[config.mk]
export PLATFORM = sky130hd
export DESIGN_NAME = axi_read_addr_queue_flat
export DESIGN_NICKNAME = d
export VERILOG_FILES = /design/src/rtl/axi_read_addr_queue_pkg.sv /design/src/rtl/axi_read_addr_queue_if.sv /design/src/rtl/axi_read_addr_queue_sync_fifo_ctrl.sv /design/src/rtl/axi_read_addr_queue.sv /design/src/flat_wrapper.sv
export SDC_FILE = /design/constraint.sdc
export NUM_CORES = 1
export LEC_CHECK = 0
export CELL_PAD_IN_SITES_DETAIL_PLACEMENT = 1
export CELL_PAD_IN_SITES_GLOBAL_PLACEMENT = 1
export CORE_MARGIN = 2
export CORE_UTILIZATION = 50
export DETAILED_ROUTE_END_ITERATION = 8
export GPL_TIMING_DRIVEN = 0
export HOLD_SLACK_MARGIN = 0.06
export PLACE_DENSITY = 0.86
export SLEW_MARGIN = 20
export SYNTH_ARGS = -nofsm -noshare
export SYNTH_HDL_FRONTEND = slang
export SYNTH_SLANG_ARGS = --single-unit
[constraint.sdc]
create_clock -name clk -period 4.1 [get_ports clk]
set_input_delay 1.025 -clock clk [delete_from_list [all_inputs] [get_ports clk]]
set_output_delay 1.025 -clock clk [all_outputs]
set_load 0.02 [all_outputs]
[src/rtl/axi_read_addr_queue_pkg.sv]
// Shared AXI read-address widths, burst encodings and burst legality helper.
package axi_read_addr_queue_pkg;

  localparam int unsigned ADD_WIDTH    = 32;
  localparam int unsigned ADD_ID_WIDTH = 4;
  localparam int unsigned BURST_LEN    = 4;
  localparam int unsigned BURST_SIZE   = 3;
  localparam int unsigned BURST_TYPE   = 2;

  typedef enum logic [1:0] {
    BURST_FIXED = 2'd0,
    BURST_INCR  = 2'd1,
    BURST_WRAP  = 2'd2,
    BURST_RSVD  = 2'd3
  } burst_e;

  // WRAP bursts must span 2, 4, 8 or 16 beats.
  function automatic logic wrap_len_ok(logic [BURST_LEN-1:0] len);
    return (len == BURST_LEN'(1)) || (len == BURST_LEN'(3)) ||
           (len == BURST_LEN'(7)) || (len == BURST_LEN'(15));
  endfunction

endpackage

[src/rtl/axi_read_addr_queue_if.sv]
// AR channel from the master plus the head-request handshake to the read data stage.
interface axi_read_addr_queue_if
  import axi_read_addr_queue_pkg::*;
#(
  parameter int unsigned ADD_WIDTH    = axi_read_addr_queue_pkg::ADD_WIDTH,
  parameter int unsigned ADD_ID_WIDTH = axi_read_addr_queue_pkg::ADD_ID_WIDTH,
  parameter int unsigned BURST_LEN    = axi_read_addr_queue_pkg::BURST_LEN,
  parameter int unsigned BURST_SIZE   = axi_read_addr_queue_pkg::BURST_SIZE,
  parameter int unsigned BURST_TYPE   = axi_read_addr_queue_pkg::BURST_TYPE
) ();

  logic [ADD_ID_WIDTH-1:0] arid;
  logic [ADD_WIDTH-1:0]    araddr;
  logic [BURST_LEN-1:0]    arlen;
  logic [BURST_SIZE-1:0]   arsize;
  logic [BURST_TYPE-1:0]   arburst;
  logic                    arvalid;
  logic                    arready;

  logic [ADD_WIDTH-1:0]    raddr_out;
  logic [BURST_LEN-1:0]    rlen_out;
  logic [BURST_SIZE-1:0]   rsize_out;
  logic [BURST_TYPE-1:0]   rburst_out;
  logic [ADD_ID_WIDTH-1:0] rid_out;
  logic                    req_valid_out;
  logic                    req_ready_in;

  // Queue side: receives AR beats, sources head requests.
  modport slave (
    input  arid, araddr, arlen, arsize, arburst, arvalid, req_ready_in,
    output arready, raddr_out, rlen_out, rsize_out, rburst_out, rid_out, req_valid_out
  );

  // Environment side: issues AR beats, consumes head requests.
  modport master (
    output arid, araddr, arlen, arsize, arburst, arvalid, req_ready_in,
    input  arready, raddr_out, rlen_out, rsize_out, rburst_out, rid_out, req_valid_out
  );

endinterface

[src/rtl/axi_read_addr_queue_sync_fifo_ctrl.sv]
// FIFO bookkeeping: read/write pointers wrapping modulo DEPTH and an occupancy counter.
module axi_read_addr_queue_sync_fifo_ctrl #(
  parameter int unsigned DEPTH = 4,
  localparam int unsigned PtrW = $clog2(DEPTH),
  localparam int unsigned CntW = PtrW + 1
) (
  input  logic            clk,
  input  logic            reset,
  input  logic            push,   // caller guarantees !full
  input  logic            pop,    // caller guarantees !empty
  output logic [PtrW-1:0] wr_ptr,
  output logic [PtrW-1:0] rd_ptr,
  output logic [CntW-1:0] count,
  output logic            full,
  output logic            empty
);

  logic [PtrW-1:0] wr_ptr_q, wr_ptr_d;
  logic [PtrW-1:0] rd_ptr_q, rd_ptr_d;
  logic [CntW-1:0] count_q, count_d;

  // Next-state for pointers and occupancy.
  always_comb begin
    wr_ptr_d = wr_ptr_q;
    rd_ptr_d = rd_ptr_q;
    count_d  = count_q;
    if (push) wr_ptr_d = wr_ptr_q + PtrW'(1);
    if (pop)  rd_ptr_d = rd_ptr_q + PtrW'(1);
    unique case ({push, pop})
      2'b10:   count_d = count_q + CntW'(1);
      2'b01:   count_d = count_q - CntW'(1);
      default: count_d = count_q;
    endcase
  end

  // State registers.
  always_ff @(posedge clk or negedge reset) begin
    if (!reset) begin
      wr_ptr_q <= '0;
      rd_ptr_q <= '0;
      count_q  <= '0;
    end else begin
      wr_ptr_q <= wr_ptr_d;
      rd_ptr_q <= rd_ptr_d;
      count_q  <= count_d;
    end
  end

  assign wr_ptr = wr_ptr_q;
  assign rd_ptr = rd_ptr_q;
  assign count  = count_q;
  assign full   = (count_q == CntW'(DEPTH));
  assign empty  = (count_q == '0);

endmodule

[src/rtl/axi_read_addr_queue.sv]
// AR channel front end: screens illegal bursts and queues legal ones for the read data stage.
module axi_read_addr_queue
  import axi_read_addr_queue_pkg::*;
#(
  parameter int unsigned ADD_WIDTH    = axi_read_addr_queue_pkg::ADD_WIDTH,
  parameter int unsigned ADD_ID_WIDTH = axi_read_addr_queue_pkg::ADD_ID_WIDTH,
  parameter int unsigned BURST_LEN    = axi_read_addr_queue_pkg::BURST_LEN,
  parameter int unsigned BURST_SIZE   = axi_read_addr_queue_pkg::BURST_SIZE,
  parameter int unsigned BURST_TYPE   = axi_read_addr_queue_pkg::BURST_TYPE,
  parameter int unsigned DEPTH        = 4
) (
  input  logic                     clk,
  input  logic                     reset,
  axi_read_addr_queue_if.slave     bus,
  output logic                     err_sticky,
  output logic [7:0]               err_count,
  output logic [$clog2(DEPTH):0]   occupancy
);

  localparam int unsigned PtrW = $clog2(DEPTH);

  logic [PtrW-1:0] wr_ptr, rd_ptr;
  logic            full, empty;
  logic            ready_q;
  logic            ar_hs, ar_legal, push, pop, illegal;
  logic            err_sticky_q;
  logic [7:0]      err_count_q;

  logic [ADD_WIDTH-1:0]    addr_mem  [DEPTH];
  logic [BURST_LEN-1:0]    len_mem   [DEPTH];
  logic [BURST_SIZE-1:0]   size_mem  [DEPTH];
  logic [BURST_TYPE-1:0]   burst_mem [DEPTH];
  logic [ADD_ID_WIDTH-1:0] id_mem    [DEPTH];

  // Holds arready low during reset and rises on the first edge after release.
  always_ff @(posedge clk or negedge reset) begin
    if (!reset) ready_q <= 1'b0;
    else        ready_q <= 1'b1;
  end

  // Full blocks new beats even when a pop is happening this cycle.
  assign bus.arready = ready_q & ~full;
  assign ar_hs       = bus.arvalid & bus.arready;

  // Burst legality screen; arsize is not checked against the data width here.
  always_comb begin
    ar_legal = 1'b1;
    if (bus.arburst == BURST_RSVD) ar_legal = 1'b0;
    if ((bus.arburst == BURST_WRAP) && !wrap_len_ok(bus.arlen)) ar_legal = 1'b0;
  end

  assign push    = ar_hs & ar_legal;
  assign illegal = ar_hs & ~ar_legal;
  assign pop     = bus.req_valid_out & bus.req_ready_in;

  axi_read_addr_queue_sync_fifo_ctrl #(
    .DEPTH (DEPTH)
  ) u_fifo_ctrl (
    .clk    (clk),
    .reset  (reset),
    .push   (push),
    .pop    (pop),
    .wr_ptr (wr_ptr),
    .rd_ptr (rd_ptr),
    .count  (occupancy),
    .full   (full),
    .empty  (empty)
  );

  // Request storage; cleared on reset so head fields never read X.
  always_ff @(posedge clk or negedge reset) begin
    if (!reset) begin
      for (int i = 0; i < DEPTH; i++) begin
        addr_mem[i]  <= '0;
        len_mem[i]   <= '0;
        size_mem[i]  <= '0;
        burst_mem[i] <= '0;
        id_mem[i]    <= '0;
      end
    end else if (push) begin
      addr_mem[wr_ptr]  <= bus.araddr;
      len_mem[wr_ptr]   <= bus.arlen;
      size_mem[wr_ptr]  <= bus.arsize;
      burst_mem[wr_ptr] <= bus.arburst;
      id_mem[wr_ptr]    <= bus.arid;
    end
  end

  // Error flag and saturating illegal-AR counter.
  always_ff @(posedge clk or negedge reset) begin
    if (!reset) begin
      err_sticky_q <= 1'b0;
      err_count_q  <= '0;
    end else if (illegal) begin
      err_sticky_q <= 1'b1;
      if (err_count_q != 8'hff) err_count_q <= err_count_q + 8'd1;
    end
  end

  assign err_sticky = err_sticky_q;
  assign err_count  = err_count_q;

  assign bus.req_valid_out = ~empty;
  assign bus.raddr_out     = addr_mem[rd_ptr];
  assign bus.rlen_out      = len_mem[rd_ptr];
  assign bus.rsize_out     = size_mem[rd_ptr];
  assign bus.rburst_out    = burst_mem[rd_ptr];
  assign bus.rid_out       = id_mem[rd_ptr];

endmodule

[src/flat_wrapper.sv]
// flat-port wrapper written by rule: the top's interface ports become plain ports
module axi_read_addr_queue_flat import axi_read_addr_queue_pkg::*;
#(
  parameter int unsigned ADD_WIDTH    = axi_read_addr_queue_pkg::ADD_WIDTH,
  parameter int unsigned ADD_ID_WIDTH = axi_read_addr_queue_pkg::ADD_ID_WIDTH,
  parameter int unsigned BURST_LEN    = axi_read_addr_queue_pkg::BURST_LEN,
  parameter int unsigned BURST_SIZE   = axi_read_addr_queue_pkg::BURST_SIZE,
  parameter int unsigned BURST_TYPE   = axi_read_addr_queue_pkg::BURST_TYPE,
  parameter int unsigned DEPTH        = 4
)
  (clk, reset, err_sticky, err_count, occupancy, bus_arid, bus_araddr, bus_arlen, bus_arsize, bus_arburst, bus_arvalid, bus_req_ready_in, bus_arready, bus_raddr_out, bus_rlen_out, bus_rsize_out, bus_rburst_out, bus_rid_out, bus_req_valid_out);
  axi_read_addr_queue_if #(.ADD_WIDTH(ADD_WIDTH), .ADD_ID_WIDTH(ADD_ID_WIDTH), .BURST_LEN(BURST_LEN), .BURST_SIZE(BURST_SIZE), .BURST_TYPE(BURST_TYPE)) bus_i ();
  input  logic clk;
  input  logic reset;
  output logic err_sticky;
  output logic [7:0] err_count;
  output logic [$clog2(DEPTH):0] occupancy;
  input wire logic [$bits(bus_i.arid)-1:0] bus_arid;
  input wire logic [$bits(bus_i.araddr)-1:0] bus_araddr;
  input wire logic [$bits(bus_i.arlen)-1:0] bus_arlen;
  input wire logic [$bits(bus_i.arsize)-1:0] bus_arsize;
  input wire logic [$bits(bus_i.arburst)-1:0] bus_arburst;
  input wire logic [$bits(bus_i.arvalid)-1:0] bus_arvalid;
  input wire logic [$bits(bus_i.req_ready_in)-1:0] bus_req_ready_in;
  output wire logic [$bits(bus_i.arready)-1:0] bus_arready;
  output wire logic [$bits(bus_i.raddr_out)-1:0] bus_raddr_out;
  output wire logic [$bits(bus_i.rlen_out)-1:0] bus_rlen_out;
  output wire logic [$bits(bus_i.rsize_out)-1:0] bus_rsize_out;
  output wire logic [$bits(bus_i.rburst_out)-1:0] bus_rburst_out;
  output wire logic [$bits(bus_i.rid_out)-1:0] bus_rid_out;
  output wire logic [$bits(bus_i.req_valid_out)-1:0] bus_req_valid_out;
  assign bus_i.arid = bus_arid;
  assign bus_i.araddr = bus_araddr;
  assign bus_i.arlen = bus_arlen;
  assign bus_i.arsize = bus_arsize;
  assign bus_i.arburst = bus_arburst;
  assign bus_i.arvalid = bus_arvalid;
  assign bus_i.req_ready_in = bus_req_ready_in;
  assign bus_arready = bus_i.arready;
  assign bus_raddr_out = bus_i.raddr_out;
  assign bus_rlen_out = bus_i.rlen_out;
  assign bus_rsize_out = bus_i.rsize_out;
  assign bus_rburst_out = bus_i.rburst_out;
  assign bus_rid_out = bus_i.rid_out;
  assign bus_req_valid_out = bus_i.req_valid_out;
  axi_read_addr_queue #(.ADD_WIDTH(ADD_WIDTH), .ADD_ID_WIDTH(ADD_ID_WIDTH), .BURST_LEN(BURST_LEN), .BURST_SIZE(BURST_SIZE), .BURST_TYPE(BURST_TYPE), .DEPTH(DEPTH)) u_core (.clk(clk), .reset(reset), .bus(bus_i), .err_sticky(err_sticky), .err_count(err_count), .occupancy(occupancy));
endmodule
# ---- Word level (Yosys, flattened, before mapping)
# Cells that the tools add are included.
dict set report classes {
  n_mux 31
  n_reduce_logical 9
  magnitude_cmp 3
  bitwise 10
  addsub 5
  eq_ne 10
}
# op n
set ops {}
lappend ops {{$bwmux 128} 1}
lappend ops {{$mux 32} 3}
lappend ops {{$bmux 32 s2} 1}
lappend ops {{$demux 32 s2} 1}
lappend ops {{$bwmux 16} 2}
lappend ops {{$mux 4} 5}
lappend ops {{$bmux 4 s2} 2}
lappend ops {{$bwmux 12} 1}
lappend ops {{$mux 3} 3}
lappend ops {{$add 8x1->8 const B} 1}
lappend ops {{$bwmux 8} 1}
lappend ops {{$demux 4 s2} 1}
lappend ops {{$ne 8x8->1 const B} 1}
lappend ops {{$bmux 3 s2} 1}
lappend ops {{$demux 3 s2} 1}
lappend ops {{$eq 2x2->1 const B} 3}
lappend ops {{$ge 3x3->1 const B} 2}
lappend ops {{$mux 2} 3}
lappend ops {{$not 2->3} 2}
lappend ops {{$pmux 3 s2} 1}
lappend ops {{$and 1x1->1} 5}
lappend ops {{$add 2x1->2 const B} 2}
lappend ops {{$bmux 2 s2} 1}
lappend ops {{$demux 2 s2} 1}
lappend ops {{other kinds (17)} 23}
dict set report totals {
  ff_bits 197
  elab_cells 94
  in_bits 49
}

# ---- Depth between registers and ports, before layout
dict set report depth {
  ltp_word 10
  depth_mapped 10
  ltp_nobuf 9
}

# ---- Hierarchy
# A second synthesis with hierarchy kept.
dict set report hier_totals {
  hier_cells 522
  area_unflattened_um2 8968.6
}
# module area_per_inst_um2 cells_per_inst seq_area_each_um2 instances
set modules_own_cells {}
lappend modules_own_cells {axi_read_addr_queue 8652.0 496 4754.6 1}
lappend modules_own_cells {axi_read_addr_queue_sync_fifo_ctrl 316.6 26 175.2 1}

# ---- Least setup slack after synthesis
# Ideal clock, no wire load.
dict set report synth_timing {
  path_kind {in2reg}
  from {input port bus_arlen[2]}
  to {register u_core.u_fifo_ctrl.count_q[2], in the netlist u_core.u_fifo_ctrl.count[2]}
  arrival_time_ns 2.515
  setup_ns 0.132
  path_slack_ns 1.453
  cell_stages 10
  path_buffers 1
  path_cell_list {nor2b_1 -> o41ai_2 -> buf_4 -> nand2_1 -> ha_1 -> inv_1 -> fa_1 -> xor2_1 -> nor2_1 -> xor2_1}
}
dict set report synth_via {
  elab_chain_cells 10
  word_cells_on_any_way 15
  classes_between {6 x eq/ne; 2 x mux; 1 x bitwise; 6 x reduce/logical}
}
# item line
set synth_lines {}
lappend synth_lines {{start: declaration} flat_wrapper.sv:20} ;# input wire logic [$bits(bus_i.arlen)-1:0] bus_arlen;
lappend synth_lines {{$eq 4x1->1 or $eq 4x2->1 (tied branches)} axi_read_addr_queue_pkg.sv:19} ;# return (len == BURST_LEN'(1)) || (len == BURST_LEN'(3)) ||
lappend synth_lines {{$logic_or 1x1->1 (2 in a row)} axi_read_addr_queue_pkg.sv:19}
lappend synth_lines {{$logic_or 1x1->1 *} axi_read_addr_queue_pkg.sv:20} ;# (len == BURST_LEN'(7)) || (len == BURST_LEN'(15));
lappend synth_lines {{$logic_not 1->1 *} axi_read_addr_queue.sv:49} ;# if ((bus.arburst == BURST_WRAP) && !wrap_len_ok(bus.arlen)) ar_legal = 1'b0;
lappend synth_lines {{$logic_and 1x1->1 *} axi_read_addr_queue.sv:49}
lappend synth_lines {{$mux 1 *} axi_read_addr_queue.sv:49}
lappend synth_lines {{$and 1x1->1 *} axi_read_addr_queue.sv:52} ;# assign push = ar_hs & ar_legal;
lappend synth_lines {{$eq 2x1->1 or $eq 2x2->1 (tied branches)} axi_read_addr_queue_sync_fifo_ctrl.sv:29} ;# unique case ({push, pop})
lappend synth_lines {{$pmux 3 s2 or $reduce_bool 2->1 (tied branches)} -}
lappend synth_lines {{end signal: assignment} axi_read_addr_queue_sync_fifo_ctrl.sv:45} ;# count_q <= count_d;
lappend synth_lines {{end: declaration} axi_read_addr_queue_sync_fifo_ctrl.sv:20} ;# logic [CntW-1:0] count_q, count_d;
# Mark *: on every way between the ends. The rest lies on a longest branch, timed or not.
# A chain may end at the register's enable or synchronous reset.

# ---- Worst setup path after layout
dict set report layout_timing {
  from {register u_core.u_fifo_ctrl.rd_ptr_q[1], in the netlist u_core.u_fifo_ctrl.rd_ptr[1]}
  to {output port bus_raddr_out[7]}
}
dict set report layout_via {
  elab_chain_cells 4
}
# item line
set layout_lines {}
lappend layout_lines {{start: declaration} axi_read_addr_queue_sync_fifo_ctrl.sv:19} ;# logic [PtrW-1:0] rd_ptr_q, rd_ptr_d;
lappend layout_lines {{start signal: assignment} axi_read_addr_queue_sync_fifo_ctrl.sv:44} ;# rd_ptr_q <= rd_ptr_d;
lappend layout_lines {{$not 2->3 (implied by the code)} axi_read_addr_queue.sv:104} ;# assign bus.raddr_out = addr_mem[rd_ptr];
lappend layout_lines {{$bmux 32 s2} axi_read_addr_queue.sv:104}
lappend layout_lines {{$mux 32 (implied by the code) (2 in a row)} axi_read_addr_queue.sv:104}
lappend layout_lines {{end: declaration} flat_wrapper.sv:26} ;# output wire logic [$bits(bus_i.raddr_out)-1:0] bus_raddr_out;
# No other way between the ends. The select of a mux whose other input is x is not followed.

==> results.md <==
* Outcome: finished, final reports clean
* Largest net degree at the start of global routing at 72
* Final worst path period share at 0.958
* I/O pins at around 110
* GR Util All Layers at 0.228
* Final ANT Viol Nets at 0
* DRT Pass-1 Iters at 4
* Die height at around 140 um
* Final Skew at about 0.014 ns
* Syn Nets at about 580
* Core area at approximately 19000 um2
* Setup total negative slack at 0 ns
* Placer's final routability congestion estimate at around 0.76
* Die Area at about 20000 um2
* Starting Density at 0.511
* Worst Hold Depth at 1
* Crit. End Element: primary output
* Total grt overflow at 0
* Rows at 50
* Total CTS buffers at 17
* Post-DP Area at 11000 um2
* Worst IR Drop VDD at roughly 0.38 mV
* DR vias at roughly 5k
* Setup ws final at around 0.17 ns
* Worst reg2reg path endpoint: u_core.u_fifo_ctrl.count[2]
* P_int at 6.69 mW
* Synth Flop Type: dfrtp_1
* Post-DR vias/cell at 5.59
* Total wire length at about 21 mm
* Post-Synthesis Cells at 520
* H-tree depth at 4
* CP max-delay cell: buf_1
* Antenna violations before repair at 0
* Share of the synthesized area in the top cell type at 0.516
* Top post-synthesis cells by count: 197 x dfrtp_1, 160 x mux2_4, 45 x mux4_2, 23 x mux2_2, 20 x buf_12
* Top cells by area, synth: dfrtp_1 52%, mux2_4 25%, mux4_2 11%
* Max-capacitance violation count at 0
* Final Hold Viols at 0
* CTS tree: yes
* Fin. max-slew vios at 0
* Hold crit path type: register to register
* Gate power share at 0.466
* Hold Startpoint: u_core.err_sticky
* Power share of the sequential group at 0.350
* Root Driver: clkbuf_16
* Global-route wire length before repair at 35.0 mm
* Cts repair resizes at 0
* RSZ-0062 raised after global routing: no
* Post-Place Worst Slack at 0.590 ns
* DP HPWL at 14.0 mm
* Post-route cell area at 11600 um2
* Clock share of power at 0.183
* Post-synthesis register bit count at around 200
* Power density over the cells at about 850 nW/um2
* R2R Path Start: u_core.u_fifo_ctrl.count[0]
* I/O Buffers at 107
* Post-synth top area cell: dfrtp_1
* EDFF count, synth at 0
* Fin nets at between 700 and 800
* Worst Path Class, Setup: register to primary output
* Worst reg2reg setup slack at ~1.6 ns
* Leakage at 5.06 nW
* WP data arrival at between 2 and 3 ns
* Slew headroom at 0.335
* Fmax achieved at approximately 250 MHz
* Sequential area share after synthesis at 0.516
* Post-CTS Setup Bufs at 0
* Hold Buf Count CTS at 0
* Distinct cells, synth at 36
* Yosys warnings at 0
* Req. time, crit path at between 3 and 4 ns
* Syn_area_per_cell at approximately 18 um2
* DRC viols at 0
* Skew-Pair Late Insertion Delay at roughly 0.43 ns
* CP peak stage delay at just under 0.6 ns
* Measured slew at the worst slew-check pin at between 0.9 and 1 ns
* Most common cell in the netlist: dfrtp_1
* Setup Viol. Count Final at 0
* Iteration-0 DRC count of the detailed router at 189
* Final min period at just under 4 ns
* Reg2Reg Depth at 10
* ANT cells at 0
* CP cell instances: clkbuf_1 > buf_1 > mux4_2 > clkdlybuf4s50_1
* Startpoint types: register
* Area Overhead vs Synth at 21.6%
* Clock-pin slew on the worst setup and hold paths at 0.07 ns
* Clk buf depth at 2
* Wire per inst at 23.7 um
* Ys async rst share at 1.00
* Die X at 142 um
* Psw at 3.16 mW
* Vias in the first global route at just under 6k
* Switching share of total power at 0.321
* Min-Delay Endpoint: u_core.err_sticky
* Clk sinks at 197
* Post-Syn Area at roughly 9600 um2
* Crit-path max FO at 10
* Layout cells sized above 1 at 0.454
* Final core occ at 0.621
* Final Power at a little under 10 mW
## power by group through the flow
stage                     sequential, mW  combinational, mW  clock, mW
after global placement              3.33               4.48          0
after floorplan                     3.27               3.11          0
after CTS                           3.44               4.67       1.85
after global routing                3.56               4.89       1.93
final                               3.45               4.59       1.81
after detailed placement            3.44               4.61          0
## cell type report
type	count	area, um2
multi-input combinational	285	4140
buffer	32	465
timing repair buffer	109	1130
sequential	197	4930
clock inverter	13	195
inverter	6	22.5
clock buffer	19	443
tap	234	293
fill	1677	7090
## flip-flops by register name (all words and copies together), names as in the netlist
signal / cells
u_core.len_mem: 16
u_core.size_mem: 12
u_core.err_count: 8
u_core.u_fifo_ctrl.count: 3
u_core.id_mem: 16
u_core.u_fifo_ctrl.wr_ptr: 2
u_core.u_fifo_ctrl.rd_ptr: 2
u_core.ready_q: 1
u_core.addr_mem: 128
u_core.burst_mem: 8
u_core.err_sticky: 1
## worst max-delay path, delay by kind of cell (launching register included)
kind	cells	cell delay, ns
DFF	1	0.34
buffers and inverters	3	1.70
muxes	1	0.44
## logic make-up (layout without fill, tap and decap cells)
family / count (synthesis) / after routing / synth area share
AO/OA/AOI/OAI: 6 / 6 / 0.00590
adder cells (fa/ha/maj): 7 / 7 / 0.00996
flip-flops: 197 / 197 / 0.516
buffers and inverters: 38 / 179 / 0.0507
multiplexers: 229 / 229 / 0.386
AND/OR/NAND/NOR: 31 / 31 / 0.0210
XOR/XNOR: 11 / 11 / 0.0101
other: 1 / 1 / 0.000393
## worst max-delay path by stage
| stage | cells past startpoint | slack (ns) | startpoint | end |
|---|---|---|---|---|
| 6_report | 4 | 0.17 | u_core.u_fifo_ctrl.rd_ptr[1] | bus_raddr_out[7] |
| 5_1_grt | 4 | 0.06 | u_core.u_fifo_ctrl.rd_ptr[1] | bus_raddr_out[7] |
| 4_1_cts | 4 | 0.06 | u_core.u_fifo_ctrl.rd_ptr[1] | bus_raddr_out[18] |
| 3_5_place_dp | 4 | 0.59 | u_core.u_fifo_ctrl.rd_ptr[1] | bus_raddr_out[28] |
| 3_3_place_gp | 1 | -5.57 | reset | u_core.addr_mem[24] |
| 2_1_floorplan | 10 | 1.45 | bus_arlen[2] | u_core.u_fifo_ctrl.count[2] |
## metal layers
metal  global-route usage  wire, um  part of all wire  up-vias
met5                    0         0                 0        -
met3               0.0545       888             0.042       16
met4               0.0474       185            0.0087        0
met1                0.296      9030              0.43     2717
met2                0.393     11100              0.52       94
li1                     -         -                 -     2173
## metrics by stage
stage	std cells	hold WS, ns
3_5_place_dp	863	0.455
3_3_place_gp	861	0.470
4_1_cts	895	0.482
5_1_grt	895	0.524
6_report	895	0.483
2_1_floorplan	520	0.475
## cell usage in the layout, fill, tap and decap left out, drive strengths merged
| cell | synthesis | final |
|---|---|---|
| dfrtp | 197 | 197 |
| mux2 | 183 | 183 |
| clkdlybuf4s50 | 0 | 106 |
| mux4 | 45 | 45 |
| buf | 29 | 30 |
| clkbuf | 3 | 24 |
| inv | 6 | 10 |
| xor2 | 8 | 8 |
| ha | 6 | 6 |
| and3 | 5 | 5 |
| nand3 | 5 | 5 |
| nand2 | 4 | 4 |
| bufinv | 0 | 4 |
| xnor2 | 3 | 3 |
| nor4 | 3 | 3 |
| nor2 | 3 | 3 |
| clkinvlp | 0 | 3 |
| nor2b | 2 | 2 |
| nor3 | 2 | 2 |
| a31oi | 2 | 2 |
| clkinv | 0 | 2 |
| and2 | 2 | 2 |
| or3 | 1 | 1 |
| or3b | 1 | 1 |
| o41ai | 1 | 1 |
| mux2i | 1 | 1 |
| nand2b | 1 | 1 |
| nand4 | 1 | 1 |
| o21bai | 1 | 1 |
| o41a | 1 | 1 |
| a21o | 1 | 1 |
| nor4b | 1 | 1 |
| fa | 1 | 1 |
| conb | 1 | 1 |
No activity file was read; power rests on OpenSTA's default activity.
